**config.mk**
```make
export PLATFORM = sky130hd
export DESIGN_NAME = instr_fetch_unit_flat
export DESIGN_NICKNAME = d
export VERILOG_FILES = /design/src/rtl/instr_fetch_unit_if.sv /design/src/rtl/instr_fetch_unit.sv /design/src/flat_wrapper.sv
export SDC_FILE = /design/constraint.sdc
export NUM_CORES = 1
export LEC_CHECK = 0
export ABC_AREA = 1
export CAP_MARGIN = 20
export CORE_MARGIN = 3
export CORE_UTILIZATION = 64
export DETAILED_ROUTE_END_ITERATION = 10
export DONT_BUFFER_PORTS = 1
export GPL_ROUTABILITY_DRIVEN = 0
export PLACE_DENSITY = 0.8
export SLEW_MARGIN = 20
export SYNTH_ARGS = -nofsm -noshare
export SYNTH_HDL_FRONTEND = slang
export SYNTH_SLANG_ARGS = --single-unit
```
**constraint.sdc**
```tcl
create_clock -name clk -period 2.4 [get_ports clk]
set_clock_uncertainty 0.15 [all_clocks]
set_input_delay 0.48 -clock clk [delete_from_list [all_inputs] [get_ports clk]]
set_output_delay 0.48 -clock clk [all_outputs]
set_load 0.1 [all_outputs]
```
**src/rtl/instr_fetch_unit_if.sv**
```systemverilog
`timescale 1ns/1ps
// Purpose : fetch-control bundle between instr_fetch_unit and the datapath.
// Latency : n/a (wires only); master = fetch unit, slave = datapath/memory side.
// Backpressure: MFC stalls the fetch in the read phase, done releases the wait phase.
// Signals : done/MFC/pcInc into the fetch unit; PCoutEN, marIn, memEN, RW,
//           mdReadEN, mdrOut, IRin, PCout, fetch_err out of it.
interface instr_fetch_unit_if #(
    parameter int ADDR_W = 16
);
    logic              done;
    logic              MFC;
    logic              pcInc;
    logic              PCoutEN;
    logic              marIn;
    logic              memEN;
    logic              RW;
    logic              mdReadEN;
    logic              mdrOut;
    logic              IRin;
    logic [ADDR_W-1:0] PCout;
    logic              fetch_err;

    modport master (
        input  done, MFC, pcInc,
        output PCoutEN, marIn, memEN, RW, mdReadEN, mdrOut, IRin, PCout, fetch_err
    );

    modport slave (
        output done, MFC, pcInc,
        input  PCoutEN, marIn, memEN, RW, mdReadEN, mdrOut, IRin, PCout, fetch_err
    );
endinterface

```
**src/rtl/instr_fetch_unit.sv**
```systemverilog
`timescale 1ns/1ps
// Purpose : instruction-fetch sequencer (PC -> MAR, read, MDR -> IR, PC+1) plus program counter.
// Latency : 4 clocks T0 -> WAIT when MFC is already high; Moore outputs decoded from state.
// Backpressure: holds in T1 until MFC, holds in WAIT until done.
// Ports   : clk, rst (synchronous, active low), bus (instr_fetch_unit_if.master).
// Option  : FETCH_TIMEOUT_EN builds an MFC timeout counter and sticky fetch_err;
//           without it T1 waits indefinitely and fetch_err is tied to 0.
module instr_fetch_unit #(
    parameter int              ADDR_W      = 16,
    parameter logic [ADDR_W-1:0] RESET_PC  = '0,
    parameter int              TIMEOUT_CYC = 16
) (
    input  logic                clk,
    input  logic                rst,
    instr_fetch_unit_if.master  bus
);

    typedef enum logic [2:0] {
        S_IDLE = 3'd0,
        S_T0   = 3'd1,   // address phase
        S_T1   = 3'd2,   // memory read, waiting for MFC
        S_T2   = 3'd3,   // latch MDR
        S_T3   = 3'd4,   // load IR, PC increments on exit
        S_WAIT = 3'd5    // execute in progress
    } state_t;

    state_t            state_q, state_d;
    logic [ADDR_W-1:0] pc_q, pc_d;
    logic              to_hit;

`ifdef FETCH_TIMEOUT_EN
    localparam int CNT_W = $clog2(TIMEOUT_CYC + 1);

    logic [CNT_W-1:0] to_cnt_q, to_cnt_d;
    logic             err_q, err_d;

    // Final MFC-less cycle in T1; MFC on the same edge takes priority in the next-state logic.
    assign to_hit = (state_q == S_T1) && !bus.MFC && (to_cnt_q == CNT_W'(TIMEOUT_CYC - 1));

    always_comb begin
        to_cnt_d = to_cnt_q;
        // Held at zero outside T1, so every entry into T1 starts a fresh count.
        if (state_q != S_T1) begin
            to_cnt_d = '0;
        end else if (!bus.MFC) begin
            to_cnt_d = to_cnt_q + CNT_W'(1);
        end
        err_d = err_q | to_hit;
    end

    always_ff @(posedge clk) begin
        if (!rst) begin
            to_cnt_q <= '0;
            err_q    <= 1'b0;
        end else begin
            to_cnt_q <= to_cnt_d;
            err_q    <= err_d;
        end
    end

    assign bus.fetch_err = err_q;
`else
    assign to_hit        = 1'b0;
    assign bus.fetch_err = 1'b0;
`endif

    always_ff @(posedge clk) begin
        if (!rst) begin
            state_q <= S_IDLE;
            pc_q    <= RESET_PC;
        end else begin
            state_q <= state_d;
            pc_q    <= pc_d;
        end
    end

    // A coincident pcInc and T3 increment still advance the PC by one.
    always_comb begin
        pc_d = pc_q;
        if ((state_q == S_T3) || bus.pcInc) begin
            pc_d = pc_q + ADDR_W'(1);
        end
    end

    always_comb begin
        state_d = S_IDLE;
        unique case (state_q)
            S_IDLE: state_d = S_T0;
            S_T0:   state_d = S_T1;
            S_T1: begin
                if (bus.MFC) begin
                    state_d = S_T2;
                end else if (to_hit) begin
                    state_d = S_T0;     // retry the fetch, PC untouched
                end else begin
                    state_d = S_T1;
                end
            end
            S_T2:   state_d = S_T3;
            S_T3:   state_d = S_WAIT;
            S_WAIT: state_d = bus.done ? S_T0 : S_WAIT;
            default: state_d = S_IDLE;
        endcase
    end

    logic pc_out_en, mar_in, mem_en, rw, md_read_en, mdr_out, ir_in;

    always_comb begin
        pc_out_en  = 1'b0;
        mar_in     = 1'b0;
        mem_en     = 1'b0;
        rw         = 1'b0;
        md_read_en = 1'b0;
        mdr_out    = 1'b0;
        ir_in      = 1'b0;
        case (state_q)
            S_T0: begin
                pc_out_en = 1'b1;
                mar_in    = 1'b1;
            end
            S_T1: begin
                mem_en = 1'b1;
                rw     = 1'b1;
            end
            S_T2: begin
                mem_en     = 1'b1;
                rw         = 1'b1;
                md_read_en = 1'b1;
            end
            S_T3: begin
                mdr_out = 1'b1;
                ir_in   = 1'b1;
            end
            default: ;
        endcase
    end

    assign bus.PCoutEN  = pc_out_en;
    assign bus.marIn    = mar_in;
    assign bus.memEN    = mem_en;
    assign bus.RW       = rw;
    assign bus.mdReadEN = md_read_en;
    assign bus.mdrOut   = mdr_out;
    assign bus.IRin     = ir_in;
    assign bus.PCout    = pc_q;

endmodule

```
**src/flat_wrapper.sv**
```systemverilog
// flat-port wrapper written by rule: the top's interface ports become plain ports
module instr_fetch_unit_flat 
#(
    parameter int              ADDR_W      = 16,
    parameter logic [ADDR_W-1:0] RESET_PC  = '0,
    parameter int              TIMEOUT_CYC = 16
)
  (clk, rst, bus_done, bus_MFC, bus_pcInc, bus_PCoutEN, bus_marIn, bus_memEN, bus_RW, bus_mdReadEN, bus_mdrOut, bus_IRin, bus_PCout, bus_fetch_err);
  instr_fetch_unit_if #(.ADDR_W(ADDR_W)) bus_i ();
  input  logic clk;
  input  logic rst;
  input wire logic [$bits(bus_i.done)-1:0] bus_done;
  input wire logic [$bits(bus_i.MFC)-1:0] bus_MFC;
  input wire logic [$bits(bus_i.pcInc)-1:0] bus_pcInc;
  output wire logic [$bits(bus_i.PCoutEN)-1:0] bus_PCoutEN;
  output wire logic [$bits(bus_i.marIn)-1:0] bus_marIn;
  output wire logic [$bits(bus_i.memEN)-1:0] bus_memEN;
  output wire logic [$bits(bus_i.RW)-1:0] bus_RW;
  output wire logic [$bits(bus_i.mdReadEN)-1:0] bus_mdReadEN;
  output wire logic [$bits(bus_i.mdrOut)-1:0] bus_mdrOut;
  output wire logic [$bits(bus_i.IRin)-1:0] bus_IRin;
  output wire logic [$bits(bus_i.PCout)-1:0] bus_PCout;
  output wire logic [$bits(bus_i.fetch_err)-1:0] bus_fetch_err;
  assign bus_i.done = bus_done;
  assign bus_i.MFC = bus_MFC;
  assign bus_i.pcInc = bus_pcInc;
  assign bus_PCoutEN = bus_i.PCoutEN;
  assign bus_marIn = bus_i.marIn;
  assign bus_memEN = bus_i.memEN;
  assign bus_RW = bus_i.RW;
  assign bus_mdReadEN = bus_i.mdReadEN;
  assign bus_mdrOut = bus_i.mdrOut;
  assign bus_IRin = bus_i.IRin;
  assign bus_PCout = bus_i.PCout;
  assign bus_fetch_err = bus_i.fetch_err;
  instr_fetch_unit #(.ADDR_W(ADDR_W), .RESET_PC(RESET_PC), .TIMEOUT_CYC(TIMEOUT_CYC)) u_core (.clk(clk), .rst(rst), .bus(bus_i));
endmodule
```
# After elaboration in Yosys (flattened, before gate mapping)
# Cells that the tools add are included.
dict set report totals {
  output_inout_bits 24
  elab_cells 18
  regBits 19
  input_bits 5
}
dict set report op_classes {
  n_mux 7
  eq_ne 5
  n_reduce_logical 3
  add_sub_neg 1
}
# operator count
set op_table {}
lappend op_table {{3-bit case mux with 6 select lines} 1}
lappend op_table {{16-bit by 1-bit adder with 16-bit output, second input constant} 1}
lappend op_table {{3-bit by 2-bit == test with 1-bit output, second input constant} 2}
lappend op_table {{3-bit == test, second input constant} 2}
lappend op_table {{1-bit 2-to-1 mux} 5}
lappend op_table {{3-bit by 1-bit == test with 1-bit output, second input constant} 1}
lappend op_table {{3-bit zero test} 1}
lappend op_table {{3-bit 2-to-1 mux} 1}
lappend op_table {{2-bit OR reduction} 1}
lappend op_table {{1-bit logical OR} 1}

# Depth between registers and ports, before layout
dict set report depth {
  depth_word 3
  ltp_mapped 8
  mapped_depth_nobuf 8
}

# Least setup slack after synthesis
# OpenSTA, ideal clock, no wires.
dict set report synth_timing {
  kind {flip-flop to output port}
  from {register u_core.state_q[0]}
  to {output port bus_marIn}
  required_ps 1770
  arrival_ps 3119
  path_slack_ps -1349
  stages_incl_launch_ff 4
  path_cell_list {dfxtp_1 -> inv_1 -> nor3_1 -> buf_4}
}
dict set report synth_via {
  elab_chain_len 2
}
# item line_no
set synth_lines {}
lappend synth_lines {{start, declared} instr_fetch_unit.sv:27} ;# state_t state_q, state_d;
lappend synth_lines {{start signal, assigned} instr_fetch_unit.sv:72} ;# state_q <= state_d;
lappend synth_lines {{3-bit by 1-bit == test with 1-bit output} -}
lappend synth_lines {{1-bit 2-to-1 mux} -}
lappend synth_lines {{end, declared} flat_wrapper.sv:16} ;# output wire logic [$bits(bus_i.marIn)-1:0] bus_marIn;
# No other way between the ends.

# Final worst setup path
dict set report layout_timing {
  from {register u_core.state_q[0]}
  to {output port bus_PCoutEN}
}
dict set report layout_via {
  elab_chain_len 2
}
# item line_no
set layout_lines {}
lappend layout_lines {{3-bit by 1-bit == test with 1-bit output} instr_fetch_unit.sv:116} ;# case (state_q)
lappend layout_lines {{1-bit 2-to-1 mux} instr_fetch_unit.sv:116}
lappend layout_lines {{end, declared} flat_wrapper.sv:15} ;# output wire logic [$bits(bus_i.PCoutEN)-1:0] bus_PCoutEN;
# No other way between the ends.

==> results_dict.tcl <==
set metrics [dict create \
    yosysWarnings 0 \
    cts_tree "done" \
    grt_max_degree 18 \
    period_share_pct 88.4 \
    area_growth_pct 24.9 \
    dpl_cell_area_mm2 0.00119 \
    vias 987 \
    rsz0062_at_grt "no" \
    grt_pass1_wl_um 3820 \
    fillers 76 \
    grt_pass1_vias 914 \
    top_layer "met4" \
    dr.pass1.iters 4 \
    cts_setup_buffers 0 \
    cts_hold_buf 0 \
    clock_latency_ps 290 \
    syn_area_per_cell_um2 6.62 \
    synth_area_leaders "dfxtp_1 39%, nand2_1 13%, nor2_1 12%" \
    cts-resized-gates 0 \
    yosys.area.top_type "dfxtp_1" \
    initial_core_util_pct 71.2 \
    outcome "completed" \
    p_per_area_mw_per_mm2 574 \
    fin_area_mm2 0.00122 \
    avgViaCountPerCell 5.45 \
    final_nets 173 \
    critPathRequiredTime_ps 1770 \
    numPortBuffers 0 \
    ys_ff_latch 19 \
    hold_path.class "in -> reg" \
    wl_per_cell_um 12.2 \
    dieWidth_um 45 \
    period_needed_ps 2120 \
    rows 13 \
    die_area_mm2 0.00203 \
    ant_nets 0 \
    drc 0 \
    synth_top_area_share_pct 39.1 \
    wl_met3_um 123 \
    seq_area_frac_synth_pct 39.1 \
    core_area_mm2 0.00137 \
    grt_usage_pct 25.9 \
    final_common_cell "nand2_1" \
    dr.first_iter.drc_count 16 \
    maxCapViolCount 0 \
    fmax_mhz 472 \
    cts_htree_levels 1 \
    slew_viol_final 0 \
    path_clk_slew_ps 100 \
    place_ws_ps 593 \
    final_layout_size_suffix_gt1_share_pct 20.5 \
    cts-root-buf "clkbuf_4" \
    fin_setup_tns_ps 0 \
    synthDistinctLibCells 23 \
    startpoint_type "flop" \
    endpoint_kind "output pin" \
    antenna_found_initial 0 \
    critPathKind "reg -> out" \
    chipHeight_um 45 \
    setup_violations 0 \
    cts.sinks 19 \
    r2r-start "u_core.state_q[2]" \
    ir_drop_v 0.000540 \
    synth_area_um2 973 \
    synthCells 147 \
    critPathLaunch "u_core.state_q[0]" \
    synth_nets 153 \
    power.total_mw 0.698 \
    crit_arrival_ps 1490 \
    setup_slack_ps 279 \
    io_pins 29 \
    min_from "rst" \
    p_leak_nw 0.509 \
    layout_common_cells "34 x nand2_1, 29 x nor2_1, 19 x dfxtp_1" \
    cp_max_fo 4 \
    hpwlAfterDp_um 1700 \
    met1_length_um 966 \
    holdWs_ps 152 \
    cts_buffers 3 \
    diodes 0 \
    drt_wl_total_um 2210 \
    hold_viol_final 0 \
    overflow 0 \
    wl_met2_um 1050 \
    clk_path_buf_depth 2 \
]
[through the flow]
step           utilization, %  std cells
3_3_place_gp             87.1        177
6_report                 89.0        181
4_1_cts                  89.0        181
5_1_grt                  89.0        181
2_1_floorplan               -        147
3_5_place_dp             87.1        177
[worst max-delay path: stages (launching register included)]
cell	delay, ps
dfxtp_1	430
inv_1	160
nor3_4	260
buf_4	350
[metal layers]
| metal | vias up | track usage, % |
|---|---|---|
| met3 | 8 | 4.78 |
| li1 | 506 | - |
| met4 | 0 | 16.4 |
| met5 | - | 0 |
| met2 | 35 | 43.5 |
| met1 | 438 | 29.8 |
[final cells by class]
| type | instances | area, µm² | area share, % |
|---|---|---|---|
| Clock buffer | 4 | 26.3 | 2.16 |
| Inverter | 14 | 52.6 | 4.32 |
| Multi-Input combinational cell | 108 | 536 | 44.0 |
| Sequential cell | 19 | 380 | 31.3 |
| Tap cell | 15 | 18.8 | 1.54 |
| Timing Repair Buffer | 21 | 203 | 16.7 |
[Yosys cell counts, drive strengths merged]
library cell  number
dfxtp             19
nand3             10
nor2              34
inv               14
ha                 1
o21ai              7
a31oi              1
nand4              1
conb               1
a21oi             10
xnor2              1
buf                6
o22ai              1
nor3b              1
nor3               4
nand2             35
o21bai             1
[flip-flops by register name, summed over array words and instances (netlist names)]
name              flops
u_core.bus.PCout     16
u_core.state_q        3
[power breakdown]
group | total, mW | switching [mW] | internal, mW | leakage [nW]
combinational | 0.207 | 0.159 | 0.0485 | 0.340
clock | 0.154 | 0.0895 | 0.0646 | 0.0150
sequential | 0.336 | 0.0125 | 0.324 | 0.154
total | 0.698 | 0.261 | 0.437 | 0.509
[cells by family (layout without fill, tap and decap cells)]
group                      Yosys count  count (layout)  share of synthesized area (%)
buffers and inverters               20              39                           9.77
AOI/OAI and AO/OA                   20              20                           10.8
other                                1               1                          0.385
adders and majority gates            1               1                           1.29
xor gates and xnor gates             1               1                          0.900
and+or+nand+nor                     85              85                           37.8
DFF                                 19              19                           39.1
[worst paths after layout]
kind,to,slack [ps],cells past startpoint
hold reg to reg,u_core.bus.PCout[10],380,2
setup reg to reg,u_core.bus.PCout[11],690,7
setup / recovery,bus_PCoutEN,280,3
hold / removal,u_core.bus.PCout[11],150,2
Note: power is estimated with default switching activity, not from simulation.
